`src/rtl/downstream_pkg.sv`:
```
// Shared types for the downstream write controller.
// State encoding for the request/acknowledge sequencer and a pointer-width helper.
// No logic; imported by the arbiter and the controller top.
package downstream_pkg;

    typedef enum logic [1:0] {
        IDLE     = 2'd0,
        REQ      = 2'd1,
        WAIT_LOW = 2'd2
    } ds_state_t;

    // Width of a channel index / round-robin pointer for n channels.
    function automatic int ptr_w(input int n);
        return (n > 1) ? $clog2(n) : 1;
    endfunction

endpackage

```
`src/rtl/downstream_wr_ctrl_rr_arbiter.sv`:
```
// Round-robin arbiter: picks the first requester strictly after ptr, wrapping.
// Latency: purely combinational, no state (the caller owns the pointer).
// Backpressure: none; gnt_valid is low when no request bit is set.
// Ports: req[N] request vector, ptr last granted index,
//        gnt_idx winning index, gnt_valid any request present.
module rr_arbiter
    import downstream_pkg::*;
#(
    parameter int N = 4,
    localparam int PW = ptr_w(N)
) (
    input  logic [N-1:0]  req,
    input  logic [PW-1:0] ptr,
    output logic [PW-1:0] gnt_idx,
    output logic          gnt_valid
);

    logic [PW-1:0] cand;

    // Walk offsets from lowest to highest priority so the nearest requester
    // after ptr overwrites any farther one; offset N is ptr itself (last).
    always_comb begin
        gnt_idx   = '0;
        gnt_valid = 1'b0;
        cand      = '0;
        for (int off = N; off >= 1; off--) begin
            cand = PW'((int'(ptr) + off) % N);
            if (req[cand]) begin
                gnt_idx   = cand;
                gnt_valid = 1'b1;
            end
        end
    end

endmodule

```
`src/rtl/downstream_wr_ctrl.sv`:
```
// Multi-channel write-back sequencer: round-robin grant, one 4-phase req/ack to memory.
// Latency: mem_req rises 1 cycle after a request is seen; min transaction 4 cycles.
// Backpressure: requests wait in IDLE until the current handshake completes; ack timeout aborts.
// Ports: clk/rst_n (sync, active-low); ch_memwr/ch_addr/ch_data per-channel requests;
//        ch_done/ch_err per-channel completion pulses; mem_req/mem_addr/mem_data/mem_ack
//        memory handshake; busy high whenever not IDLE.
module downstream_wr_ctrl
    import downstream_pkg::*;
#(
    parameter int NUM_CH  = 4,
    parameter int ADDR_W  = 16,
    parameter int DATA_W  = 32,
    parameter int TIMEOUT = 15
) (
    input  logic                     clk,
    input  logic                     rst_n,
    input  logic [NUM_CH-1:0]        ch_memwr,
    input  logic [NUM_CH*ADDR_W-1:0] ch_addr,
    input  logic [NUM_CH*DATA_W-1:0] ch_data,
    output logic [NUM_CH-1:0]        ch_done,
    output logic [NUM_CH-1:0]        ch_err,
    output logic                     mem_req,
    output logic [ADDR_W-1:0]        mem_addr,
    output logic [DATA_W-1:0]        mem_data,
    input  logic                     mem_ack,
    output logic                     busy
);

    localparam int PW = ptr_w(NUM_CH);
    localparam int TW = $clog2(TIMEOUT + 1);
    localparam logic [TW-1:0] TMO_MAX = TW'(TIMEOUT);
    localparam logic [PW-1:0] PTR_RST = PW'(NUM_CH - 1);

    ds_state_t           state_q, state_d;
    logic [PW-1:0]       rr_ptr_q, rr_ptr_d;
    logic [PW-1:0]       grant_q, grant_d;
    logic [TW-1:0]       tmo_cnt_q, tmo_cnt_d;
    logic                err_flag_q, err_flag_d;
    logic                mem_req_q, mem_req_d;
    logic [ADDR_W-1:0]   mem_addr_q, mem_addr_d;
    logic [DATA_W-1:0]   mem_data_q, mem_data_d;
    logic [NUM_CH-1:0]   ch_done_q, ch_done_d;
    logic [NUM_CH-1:0]   ch_err_q, ch_err_d;

    logic [ADDR_W-1:0]   addr_arr [NUM_CH];
    logic [DATA_W-1:0]   data_arr [NUM_CH];
    logic [PW-1:0]       arb_idx;
    logic                arb_vld;

    always_comb begin
        for (int i = 0; i < NUM_CH; i++) begin
            addr_arr[i] = ch_addr[i*ADDR_W +: ADDR_W];
            data_arr[i] = ch_data[i*DATA_W +: DATA_W];
        end
    end

    rr_arbiter #(.N(NUM_CH)) u_arb (
        .req       (ch_memwr),
        .ptr       (rr_ptr_q),
        .gnt_idx   (arb_idx),
        .gnt_valid (arb_vld)
    );

    always_comb begin
        state_d    = state_q;
        rr_ptr_d   = rr_ptr_q;
        grant_d    = grant_q;
        tmo_cnt_d  = tmo_cnt_q;
        err_flag_d = err_flag_q;
        mem_req_d  = mem_req_q;
        mem_addr_d = mem_addr_q;
        mem_data_d = mem_data_q;
        ch_done_d  = '0;
        ch_err_d   = '0;

        case (state_q)
            IDLE: begin
                // mem_ack is deliberately ignored here.
                if (arb_vld) begin
                    state_d    = REQ;
                    grant_d    = arb_idx;
                    rr_ptr_d   = arb_idx;
                    mem_addr_d = addr_arr[arb_idx];
                    mem_data_d = data_arr[arb_idx];
                    mem_req_d  = 1'b1;
                    tmo_cnt_d  = TW'(1);
                end
            end
            REQ: begin
                // Ack is checked first so it wins over a coincident timeout.
                if (mem_ack) begin
                    state_d    = WAIT_LOW;
                    mem_req_d  = 1'b0;
                    err_flag_d = 1'b0;
                end else if (tmo_cnt_q == TMO_MAX) begin
                    state_d    = WAIT_LOW;
                    mem_req_d  = 1'b0;
                    err_flag_d = 1'b1;
                end else begin
                    tmo_cnt_d = tmo_cnt_q + 1'b1;
                end
            end
            WAIT_LOW: begin
                // No timeout: the memory must release ack before we return.
                if (!mem_ack) begin
                    state_d = IDLE;
                    if (err_flag_q) ch_err_d[grant_q]  = 1'b1;
                    else            ch_done_d[grant_q] = 1'b1;
                end
            end
            default: begin
                state_d   = IDLE;
                mem_req_d = 1'b0;
            end
        endcase
    end

    always_ff @(posedge clk) begin
        if (!rst_n) begin
            state_q    <= IDLE;
            rr_ptr_q   <= PTR_RST;
            grant_q    <= '0;
            tmo_cnt_q  <= '0;
            err_flag_q <= 1'b0;
            mem_req_q  <= 1'b0;
            mem_addr_q <= '0;
            mem_data_q <= '0;
            ch_done_q  <= '0;
            ch_err_q   <= '0;
        end else begin
            state_q    <= state_d;
            rr_ptr_q   <= rr_ptr_d;
            grant_q    <= grant_d;
            tmo_cnt_q  <= tmo_cnt_d;
            err_flag_q <= err_flag_d;
            mem_req_q  <= mem_req_d;
            mem_addr_q <= mem_addr_d;
            mem_data_q <= mem_data_d;
            ch_done_q  <= ch_done_d;
            ch_err_q   <= ch_err_d;
        end
    end

    assign mem_req  = mem_req_q;
    assign mem_addr = mem_addr_q;
    assign mem_data = mem_data_q;
    assign ch_done  = ch_done_q;
    assign ch_err   = ch_err_q;
    assign busy     = (state_q != IDLE);

endmodule
```
`config.mk`:
```
export PLATFORM = sky130hd
export DESIGN_NAME = downstream_wr_ctrl
export DESIGN_NICKNAME = d
export VERILOG_FILES = /design/src/rtl/downstream_pkg.sv /design/src/rtl/downstream_wr_ctrl_rr_arbiter.sv /design/src/rtl/downstream_wr_ctrl.sv
export SDC_FILE = /design/constraint.sdc
export NUM_CORES = 1
export LEC_CHECK = 0
export BUFFER_PORTS_ARGS = -buffer_cell sky130_fd_sc_hd__buf_2
export CORE_ASPECT_RATIO = 0.7
export CORE_MARGIN = 2
export CORE_UTILIZATION = 47
export CTS_CLUSTER_DIAMETER = 40
export CTS_CLUSTER_SIZE = 24
export DETAILED_ROUTE_END_ITERATION = 10
export GPL_TIMING_DRIVEN = 1
export PLACE_DENSITY_LB_ADDON = 0.2
export SLEW_MARGIN = 10
export SYNTH_ARGS = -nofsm -noshare
export SYNTH_HDL_FRONTEND = slang
export SYNTH_SLANG_ARGS = --single-unit
```
`constraint.sdc`:
```
create_clock -name clk -period 5.3 [get_ports clk]
set_clock_uncertainty 0.15 [all_clocks]
set_input_delay 0.795 -clock clk [delete_from_list [all_inputs] [get_ports clk]]
set_output_delay 0.795 -clock clk [all_outputs]
set_load 0.02 [all_outputs]
```
==> Yosys cells after proc, flatten, opt, wreduce, memory -nomap -nowiden <==
Cells that the tools add are included.
Widths: inputs -> output; s select.
{ "word_totals": {"reg_bits": 68, "input_bits": 199} }
{ "classes": {"n_addsub": 5, "order_cmp": 7, "eq_ne": 8, "n_mux": 39, "bitwise": 4, "n_reduce_logical": 12} }
{ "ops": {"columns": ["operator", "count"], "rows": [
  ["$bmux 32 s2", 1],
  ["$mux 32", 2],
  ["$bmux 16 s2", 1],
  ["$mux 16", 2],
  ["$mux 2", 8],
  ["$lt 2x3->1 const B", 5],
  ["$mux 1", 14],
  ["$mux 4", 3],
  ["$bmux 1 s2", 4],
  ["$ne 2x2->1 const B", 4],
  ["$pmux 4 s2", 1],
  ["$reduce_or 4->1", 2],
  ["$pmux 2 s3", 1],
  ["$reduce_and 3->1", 2],
  ["$reduce_bool 2->1", 3],
  ["$add 2x1->2 const B", 2],
  ["$add 2x2->2 const B", 2],
  ["$add 4x1->4 const B", 1],
  ["$eq 4x4->1 const B", 1],
  ["$reduce_and 2->1", 2],
  ["$reduce_and 4->1", 1],
  ["$ge 3x3->1 const B", 1],
  ["$ne 3x3->1 const B", 1],
  ["$not 1->1", 3],
  ["8 further kinds", 8]
]} }

==> Depth between registers and ports, before layout <==
Gate-level depths: netlist (run 1).
{ "logic_depth": {"depth_word": 11, "depth_mapped": 7} }

==> Cells and area by module <==
Synthesis (run 1) repeated with hierarchy kept, for this count alone.
{ "unflattened": {"hier_cells": 361, "area_unflattened_um2": 3612.2} }
{ "modules_own_cells": {"columns": ["module", "instances", "cells_each", "area_each_um2", "seq_area_each_um2"], "rows": [
  ["downstream_wr_ctrl", 1, 347, 3520.9, 1361.3],
  ["rr_arbiter", 1, 14, 91.3, 0.0]
]} }

==> Least setup slack after synthesis (run 1) <==
Ideal clock, no wire load.
{ "synth_path": {"path_type": "input -> register", "start": "input port ch_memwr[0]", "end": "register mem_data_q[26], in the netlist mem_data[26]", "arrival_time_ps": 2030, "required_time_ps": 5071, "setup_slack_ps": 3041, "stages": 7, "path_buffers": 2, "cell_sequence": "nor2_1 -> o21a_1 -> buf_4 -> clkbuf_1 -> o31ai_1 -> a211o_1 -> o211ai_1"} }
{ "synth_between": {"elab_chain_len": 10} }
{ "synth_lines": {"columns": ["item", "line_no", "source"], "rows": [
  ["start: declaration", "downstream_wr_ctrl.sv:17", "input logic [NUM_CH-1:0] ch_memwr,"],
  ["$bmux 1 s2", "downstream_wr_ctrl_rr_arbiter.sv:28", "if (req[cand]) begin"],
  ["$mux 1 (not written as such)", "downstream_wr_ctrl_rr_arbiter.sv:28", null],
  ["$mux 2 (4 in series)", "downstream_wr_ctrl_rr_arbiter.sv:28", null],
  ["$not 2->3 (not written as such)", "downstream_wr_ctrl.sv:84", "mem_data_d = data_arr[arb_idx];"],
  ["$bmux 32 s2", "downstream_wr_ctrl.sv:84", null],
  ["$mux 32 (not written as such) (2 in series)", "downstream_wr_ctrl.sv:84", null],
  ["end signal: assignment", "downstream_wr_ctrl.sv:138", "mem_data_q <= mem_data_d;"],
  ["end: declaration", "downstream_wr_ctrl.sv:41", "logic [DATA_W-1:0] mem_data_q, mem_data_d;"]
]} }
Several ways; a longest one is shown, not always the timed one. The select of a mux whose other input is x is not followed.
A chain may end at the register's enable or synchronous reset.

==> Worst setup path after layout (run 1) <==
{ "layout_path": {"start": "input port ch_memwr[3]", "end": "register mem_data_q[23], in the netlist mem_data[23]"} }
Same word-level chain as after synthesis.

==> run_results.csv, run 1 <==
group,metric,value,unit
pwr,p_int,1.24,mW
route,wire_per_inst,18.1,µm
setup_path,worst-r2r-cell-count,6,
placed_design,dpl_cell_area,5450,µm²
grt,use_met3,0.0723,
yosys,ys_warn_count,0,
yosys,syn_area,4200,µm²
pwr,power_switching,0.658,mW
finish,drive_gt1_frac,0.410,
pwr,power_frac_comb,0.323,
setup_path,required,5.34,ns
yosys,postSynth.asyncResetShare,0,
yosys,ys_seq_elements,68,
floorplan,rows,28,
placed_design,dp_cells,817,
hold_path,hold_depth,2,
grt,grt_pass1_vias,4855,
finish,stdcell_count,833,
finish,fillCellCount,740,
cts,insertion_delay,0.33,ns
grt,grt_first_pass_wirelength,23.4,mm
timing,slew_headroom,0.268,
timing,timing.setup.tns,0,ns
floorplan,core_area,8550,µm²
hold_path,hold_class,"flip-flop to flip-flop",
route,wirelength,15.1,mm
yosys,netlist.area_leader.share,0.324,
cts,clk_pin_slew_worst_paths,0.06,ns
finish,diodes,0,
timing,worstMarginPinSlew,1.10,ns
setup_path,worstPathMaxFanout,49,
yosys,synth_top_area_cell,"dfxtp_1",
grt,grt_max_degree,50,
cts,cts_tree,"yes",
timing,finalHoldViolations,0,
pwr,power_frac_clock,0.348,
setup_path,endpoint_kind,"flip-flop",
cts,ctsLongestPathBuffers,2,
pwr,seqPwrFrac,0.330,
yosys,synthCells,490,
finish,design_area,5780,µm²
route,drtAntennaViolNets,0,
timing,finalCritPeriodShare,0.612,
placed_design,place_congestion,0.837,
finish,nets,908,
grt,gr-total-overflow,0,
route,vias,4937,
cts,htree_levels,3,
pwr,p_leak,2.75,nW
pwr,swShare,0.347,
cts,cts_resized,0,
route,drt_iter0_drc,372,
cts,cts_buffers,9,
placed_design,port_buffers,256,
setup_path,worstSetupPathType,"primary input to flip-flop",
cts,post-cts-setup-buffers,0,
floorplan,boundaryPins,257,
setup_path,r2r-start,"rr_ptr_q[0]$_SDFFE_PN1P_",
floorplan,die_area,9720,µm²
grt,met1_usage,0.371,
setup_path,crit_path_start_kind,"primary input",
placed_design,dp.final_hpwl,10.4,mm
job,max_cap_violations,0,
hold_path,min_from,"mem_data[27]$_SDFFE_PN0P_",
floorplan,die_w,117,µm
timing,slew_violations,0,
grt,grt.busiest_layer,"met2",
outcome,status,"finished clean",
timing,rsz0062_at_grt,"false",
yosys,syn_nets,690,
floorplan,initial_core_util,0.491,
pwr,peakVddDrop,0.214,mV
yosys,synth_flop_cell,"dfxtp_1",
finish,final_util,0.676,
yosys,syn_avg_cell_area,8.57,µm²
hold_path,whs_endpoint,"mem_data[27]$_SDFFE_PN0P_",
timing,max_freq,308,MHz
finish,syn2layout_area_growth,37.5,%
yosys,synth-edff-count,0,
yosys,synth.area.top_cells,"dfxtp_1, mux2i_1, a211o_1",
route,dr.pass1.iters,5,
timing,setup_violations,0,
setup_path,r2r_slack,2.42,ns
cts,cts_root_buf,"clkbuf_16",
cts,holdBufCountCts,0,
grt,met2_usage,0.511,
grt,grt_usage,0.301,
setup_path,arrival,3.28,ns
route,via_per_inst,5.93,
grt,antenna_found_initial,0,
yosys,synth_cell_type_count,41,
pwr,power_density,328,nW/µm²
route,drc,0,
cts,clock_sinks,68,
floorplan,fp.dieH,83.1,µm
timing,fin_crit,3.24,ns
yosys,yosysSeqAreaShare,0.324,
setup_path,r2r-end,"mem_data[23]$_SDFFE_PN0P_",
## per-stage QoR
stage | hold WS [ns] | setup WS [ns] | power [mW]
detailed placement | 0.303 | 1.75 | 1.24
floorplan | 0.304 | 3.04 | 1.03
finish | 0.316 | 2.06 | 1.90
global placement | 0.299 | 1.84 | 1.23
global route | 0.342 | 1.94 | 1.98
CTS | 0.317 | 2.10 | 1.90
## state kept, by name (all words and copies together), names as in the netlist
name        cells
mem_data       32
mem_addr       16
ch_done         4
ch_err          4
tmo_cnt_q       4
grant_q         2
rr_ptr_q        2
state_q         2
err_flag_q      1
mem_req         1
## cell usage after synthesis (2+ instances only)
master    instances
a211o_1          48
a21oi_2           2
and2_1            3
buf_2            19
buf_4             8
buf_6             2
clkbuf_1         26
dfxtp_1          68
mux2i_1          48
nand2_1          62
nand2b_1          6
nand3_1           2
nand4_1          50
nor2_1           15
nor2b_1           4
nor3_1            2
o211ai_1         48
o21ai_0           3
o21ai_1           2
o22ai_1           2
o31ai_1          48
or2_1             2
xor2_1            2
## kinds of logic (layout without fill, tap and decap cells)
group | count (synthesis) | after routing | synth area share
AOI/OAI and AO/OA | 163 | 163 | 0.303
xor gates and xnor gates | 2 | 2 | 0.00417
adders and majority gates | 1 | 1 | 0.00298
buffers and inverters | 56 | 279 | 0.0664
DFF | 68 | 68 | 0.324
muxes | 48 | 48 | 0.114
and+or+nand+nor | 152 | 152 | 0.185
## final cells by class
type / count / area [µm²] / area share
Sequential cell: 68 / 1360 / 0.236
Clock inverter: 7 / 98.8 / 0.0171
Timing Repair Buffer: 263 / 1330 / 0.231
Multi-Input combinational cell: 366 / 2610 / 0.451
Tap cell: 120 / 150 / 0.0260
Clock buffer: 9 / 225 / 0.0390
## cell usage in the layout, fill, tap and decap left out, drive strengths merged, types with 2 or more instances in the layout
| cell type | instances |
|---|---|
| buf | 263 |
| dfxtp | 68 |
| nand2 | 62 |
| nand4 | 50 |
| mux2i | 48 |
| o31ai | 48 |
| a211o | 48 |
| o211ai | 48 |
| nor2 | 16 |
| clkbuf | 9 |
| nand2b | 6 |
| o21ai | 5 |
| nor2b | 4 |
| a21oi | 3 |
| and2 | 3 |
| nor3 | 3 |
| or2 | 2 |
| o22ai | 2 |
| o21a | 2 |
| xor2 | 2 |
| bufinv | 2 |
| inv | 2 |
| nand3 | 2 |
| a21boi | 2 |
| clkinv | 2 |
## worst max-delay path by stage
stage | start | slack [ns] | cells after the start | end
after CTS | ch_memwr[3] | 2.10 | 7 | mem_addr[1]$_SDFFE_PN0P_
after global placement | ch_memwr[3] | 1.84 | 7 | mem_data[23]$_SDFFE_PN0P_
after detailed placement | ch_memwr[3] | 1.75 | 7 | mem_addr[13]$_SDFFE_PN0P_
final | ch_memwr[3] | 2.06 | 7 | mem_data[23]$_SDFFE_PN0P_
after floorplan | ch_memwr[0] | 3.04 | 7 | mem_data[26]$_SDFFE_PN0P_
after global routing | ch_memwr[3] | 1.94 | 7 | mem_data[22]$_SDFFE_PN0P_
## power by group through the flow
| stage | combinational (mW) | sequential, mW | clock, mW |
|---|---|---|---|
| after floorplan | 0.326 | 0.709 | 0 |
| after global placement | 0.598 | 0.633 | 0 |
| after detailed placement | 0.609 | 0.634 | 0 |
| after CTS | 0.610 | 0.625 | 0.667 |
| after global routing | 0.661 | 0.633 | 0.690 |
| final | 0.612 | 0.626 | 0.660 |
## critical path, stage by stage
cell      delay (ns)
buf_2           0.14
nor2b_1         0.18
o21a_2          0.57
nor3_4          0.44
buf_4           0.71
mux2i_1         0.30
o211ai_1        0.10
## layer usage
| metal | wire, µm | up-vias |
|---|---|---|
| met3 | 1350 | 29 |
| li1 | - | 2341 |
| met4 | 332 | 0 |
| met5 | 0 | - |
| met2 | 7230 | 266 |
| met1 | 6140 | 2301 |
Note: power is estimated with default switching activity, not from simulation.
==> run 2: changes to the inputs <==
--- a/config.mk
+++ b/config.mk
@@ -8,7 +8,7 @@
 export BUFFER_PORTS_ARGS = -buffer_cell sky130_fd_sc_hd__buf_2
 export CORE_ASPECT_RATIO = 0.7
 export CORE_MARGIN = 2
-export CORE_UTILIZATION = 47
+export CORE_UTILIZATION = 40
 export CTS_CLUSTER_DIAMETER = 40
 export CTS_CLUSTER_SIZE = 24
 export DETAILED_ROUTE_END_ITERATION = 10
==> constraint.sdc (replaced) <==
create_clock -name clk -period 2.9 [get_ports clk]
set_clock_uncertainty 0.15 [all_clocks]
set_input_delay 0.435 -clock clk [delete_from_list [all_inputs] [get_ports clk]]
set_output_delay 0.435 -clock clk [all_outputs]
set_load 0.02 [all_outputs]
==> run_results.csv, run 2 (same netlist as run 1, synthesis figures left out) <==
group,metric,value,unit
route,wirelength,15.4,mm
floorplan,boundaryPins,257,
grt,grt_pass1_vias,4715,
timing,slew_violations,0,
setup_path,endpoint_kind,"flip-flop",
finish,nets,917,
finish,largest_reg_flops,32,
grt,grt_first_pass_wirelength,24.0,mm
pwr,power_density,581,nW/µm²
timing,fin_crit,2.17,ns
route,wire_per_inst,18.0,µm
route,drc,0,
placed_design,port_buffers,256,
pwr,p_leak,2.82,nW
finish,design_area,5940,µm²
cts,cts_buffers,9,
route,vias,4987,
placed_design,place_congestion,0.799,
cts,holdBufCountCts,0,
grt,grt_usage,0.258,
cts,htree_levels,3,
floorplan,fp.dieH,89.7,µm
floorplan,die_w,126,µm
cts,clock_sinks,68,
setup_path,arrival,2.26,ns
timing,timing.setup.tns,0,ns
floorplan,rows,31,
cts,insertion_delay,0.33,ns
grt,grt_max_degree,50,
placed_design,dpl_cell_area,5640,µm²
finish,drive_gt1_frac,0.418,
setup_path,required,3.00,ns
route,drtAntennaViolNets,0,
pwr,peakVddDrop,0.245,mV
hold_path,whs_endpoint,"err_flag_q$_SDFFE_PN0P_",
route,drt_iter0_drc,317,
hold_path,hold_depth,4,
floorplan,initial_core_util,0.409,
timing,rsz0062_at_grt,"false",
finish,fillCellCount,928,
finish,stdcell_count,854,
floorplan,die_area,11300,µm²
cts,post-cts-setup-buffers,0,
setup_path,r2r-end,"mem_addr[1]$_SDFFE_PN0P_",
finish,diodes,0,
setup_path,r2r-start,"state_q[1]$_SDFFE_PN0P_",
grt,antenna_found_initial,0,
outcome,status,"finished clean",
setup_path,crit_path_start_kind,"flip-flop",
setup_path,worstSetupPathType,"flip-flop to flip-flop",
cts,cts_tree,"yes",
timing,finalCritPeriodShare,0.747,
route,dr.pass1.iters,5,
finish,syn2layout_area_growth,41.5,%
job,max_cap_violations,0,
timing,setup_violations,0,
cts,cts_resized,0,
cts,cts_root_buf,"clkbuf_16",
timing,finalHoldViolations,0,
route,via_per_inst,5.84,
hold_path,min_from,"mem_ack",
setup_path,worstPathMaxFanout,34,
setup_path,r2r_slack,0.73,ns
setup_path,worst-r2r-cell-count,5,
placed_design,dp.final_hpwl,11.1,mm
grt,gr-total-overflow,0,
finish,final_common_cell,"buf_2",
cts,clk_pin_slew_worst_paths,0.06,ns
finish,final_cell_mix,"buf_2, dfxtp_1, nand2_1",
hold_path,hold_class,"primary input to flip-flop",
floorplan,core_area,10300,µm²
timing,max_freq,461,MHz
placed_design,dp_cells,838,
timing,worstMarginPinSlew,0.601,ns
cts,ctsLongestPathBuffers,2,
timing,slew_headroom,0.598,
## run 2: report_power, final
part / internal (mW) / switching [mW]
logic: 0.484 / 0.692
registers: 1.07 / 0.0795
clock network: 0.678 / 0.452
total: 2.23 / 1.22
## run 2: worst max-delay path by stage
stage	from	to	slack, ns	cells after the start
final	state_q[1]$_SDFFE_PN0P_	mem_addr[1]$_SDFFE_PN0P_	0.73	5
after global routing	state_q[0]$_SDFFE_PN0P_	mem_data[5]$_SDFFE_PN0P_	0.59	5
after CTS	state_q[1]$_SDFFE_PN0P_	mem_addr[1]$_SDFFE_PN0P_	0.73	5
after detailed placement	ch_memwr[3]	mem_addr[1]$_SDFFE_PN0P_	0.46	7
after global placement	ch_memwr[3]	mem_addr[4]$_SDFFE_PN0P_	0.56	7
after floorplan	ch_memwr[0]	mem_data[26]$_SDFFE_PN0P_	1.00	7
## run 2: final cells by class
| type | instances | area, µm² | share of cell area |
|---|---|---|---|
| multi-input combinational | 366 | 2610 | 0.439 |
| timing repair buffer | 272 | 1500 | 0.253 |
| sequential | 68 | 1360 | 0.229 |
| clock buffer | 9 | 225 | 0.0379 |
| tap | 132 | 165 | 0.0278 |
| clock inverter | 7 | 80.1 | 0.0135 |
## run 2: per-layer routing
metal | track usage | part of all wire | vias up
met5 | 0 | 0 | -
met4 | 0.0696 | 0.015 | 0
met3 | 0.0649 | 0.090 | 18
met2 | 0.426 | 0.47 | 282
met1 | 0.336 | 0.42 | 2316
li1 | - | - | 2371
## run 2: stage by stage
stage | setup WS [ns] | hold slack (ns) | util | power, mW
after floorplan | 1.00 | 0.304 | - | 1.89
after global placement | 0.557 | 0.296 | 0.548 | 2.31
after detailed placement | 0.459 | 0.304 | 0.548 | 2.33
after CTS | 0.734 | 0.229 | 0.578 | 3.47
after global routing | 0.593 | 0.258 | 0.578 | 3.62
final | 0.733 | 0.247 | 0.578 | 3.45
## run 2: critical path, stage by stage, from the launching register on
cell and delay [ns]:
dfxtp_1 0.34, or2_1 0.29, nor2_2 0.34, nand3_2 0.41, buf_12 0.32, o211ai_1 0.22
==> run 3: changes to the inputs <==
==> constraint.sdc (replaced) <==
create_clock -name clk -period 1.9 [get_ports clk]
set_clock_uncertainty 0.15 [all_clocks]
set_input_delay 0.285 -clock clk [delete_from_list [all_inputs] [get_ports clk]]
set_output_delay 0.285 -clock clk [all_outputs]
set_load 0.02 [all_outputs]
==> run_results.csv, run 3 (same netlist as run 1, synthesis figures left out) <==
group,metric,value,unit
outcome,status,"finished clean",
finish,stdcell_count,886,
setup_path,worstPathMaxFanout,18,
floorplan,die_w,126,µm
setup_path,cp_slowest_cell,"dfxtp_2",
route,drtAntennaViolNets,0,
setup_path,worst-path-stages,7,
finish,largest_reg_flops,32,
finish,design_area,6360,µm²
route,wire_per_inst,17.8,µm
finish,diodes,0,
timing,fin_ws,0.0372,ns
route,wirelength,15.8,mm
cts,cts_buffers,9,
cts,insertion_delay,0.33,ns
route,vias,5107,
placed_design,preCtsSetupSlack,-0.154,ns
timing,slew_violations,0,
route,drc,0,
timing,finalHoldViolations,0,
cts,htree_levels,3,
setup_path,r2r-start,"rr_ptr_q[0]$_SDFFE_PN1P_",
pwr,p_leak,3.03,nW
setup_path,worst-r2r-cell-count,7,
setup_path,max_stage_delay,0.34,ns
grt,grt_usage,0.265,
finish,drive_gt1_frac,0.450,
grt,antenna_found_initial,0,
timing,finalCritPeriodShare,0.980,
grt,grt_first_pass_wirelength,24.3,mm
floorplan,initial_core_util,0.409,
setup_path,worstSetupPathType,"flip-flop to flip-flop",
cts,cts_tree,"yes",
cts,holdBufCountCts,0,
route,via_per_inst,5.76,
placed_design,port_buffers,256,
floorplan,fp.dieH,89.7,µm
route,dr.pass1.iters,5,
job,max_cap_violations,0,
pwr,power_density,897,nW/µm²
pwr,peakVddDrop,0.479,mV
timing,slew_headroom,0.740,
hold_path,min_from,"ch_addr[59]",
setup_path,cp_top_family,"compound AO/OA/AOI/OAI gates",
cts,cts_root_buf,"clkbuf_16",
grt,grt_max_degree,33,
floorplan,rows,31,
finish,final_common_cell,"buf_2",
timing,fin_crit,1.86,ns
finish,nets,949,
floorplan,core_area,10300,µm²
setup_path,r2r_slack,0.04,ns
placed_design,dp.final_hpwl,11.6,mm
setup_path,endpoint_kind,"flip-flop",
grt,gr-total-overflow,0,
grt,grt_pass1_vias,4827,
floorplan,die_area,11300,µm²
cts,ctsLongestPathBuffers,2,
hold_path,hold_depth,3,
finish,final_cell_mix,"buf_2, dfxtp_1, nand2_1",
cts,clk_pin_slew_worst_paths,0.06,ns
placed_design,place_congestion,0.858,
setup_path,required,1.96,ns
setup_path,path_cells,"nor2b_1 > o21a_2 > nor3_4 > buf_4 > buf_12 > mux2i_2 > o211ai_1",
placed_design,dpl_cell_area,5910,µm²
setup_path,cp_num_buf_inv,2,
finish,syn2layout_area_growth,51.5,%
route,drt_iter0_drc,285,
timing,worstMarginPinSlew,0.384,ns
floorplan,boundaryPins,257,
hold_path,whs_endpoint,"mem_addr[11]$_SDFFE_PN0P_",
timing,rsz0062_at_grt,"true",
setup_path,crit_path_start_kind,"flip-flop",
timing,setup_violations,0,
cts,clock_sinks,68,
setup_path,r2r-end,"mem_data[21]$_SDFFE_PN0P_",
hold_path,hold_class,"primary input to flip-flop",
setup_path,arrival,1.92,ns
placed_design,dp_cells,865,
timing,max_freq,537,MHz
[run 3: where the power goes]
group          switching, mW  internal [mW]  leakage, nW  total (mW)
Sequential             0.115           1.63        0.559        1.74
Combinational           1.11          0.888         2.31        1.99
Clock                  0.683           1.29        0.166        1.98
Total                   1.91           3.81         3.03        5.71
[run 3: stage by stage]
stage	hold WS, ns	util	setup TNS, ns	power, mW
after global routing	0.104	0.619	-0.0140	5.97
final	0.105	0.619	0	5.71
after CTS	0.0865	0.613	0	5.68
after global placement	0.299	0.575	-1.32	3.64
after detailed placement	0.304	0.575	-2.89	3.67
after floorplan	0.289	-	0	2.89
[run 3: worst max-delay path by stage]
| stage | start | end | slack [ns] |
|---|---|---|---|
| floorplan | state_q[1]$_SDFFE_PN0P_ | mem_data[26]$_SDFFE_PN0P_ | 0.04 |
| global placement | ch_memwr[3] | mem_data[8]$_SDFFE_PN0P_ | -0.09 |
| detailed placement | ch_memwr[1] | mem_data[8]$_SDFFE_PN0P_ | -0.15 |
| CTS | rr_ptr_q[0]$_SDFFE_PN1P_ | mem_data[6]$_SDFFE_PN0P_ | 0.001 |
| global route | rr_ptr_q[0]$_SDFFE_PN1P_ | mem_addr[14]$_SDFFE_PN0P_ | -0.008 |
| finish | rr_ptr_q[0]$_SDFFE_PN1P_ | mem_data[21]$_SDFFE_PN0P_ | 0.04 |
[run 3: repair_timing]
| action | 4_1_cts | 5_1_grt |
|---|---|---|
| pin swaps | 0 | 1 |
| cloned | 1 | 0 |
| setup buffers | 0 | 4 |
| endpoints found under the hold margin | 0 | 0 |
| resized for setup | 0 | 12 |
| setup endpoints to repair | 1 | 48 |
[run 3: worst reg2reg max path, cell delays in order (launching register included)]
cell	delay, ns
dfxtp_2	0.34
nor2b_1	0.06
o21a_2	0.25
nor3_4	0.20
buf_4	0.16
buf_12	0.19
mux2i_2	0.29
o211ai_1	0.11
[run 3: per-layer routing]
layer	GRT usage	vias up	wire, µm
met5	0	-	0
met4	0.0632	0	181
met3	0.0571	18	1400
met2	0.446	293	7510
met1	0.346	2364	6690
li1	-	2432	-
[run 3: layout make-up]
cell class                 count  area, µm²
fill                         928       3910
multi-input combinational    366       2630
timing repair buffer         304       1860
sequential                    68       1360
clock buffer                   9        225
tap                          132        165
clock inverter                 7        124
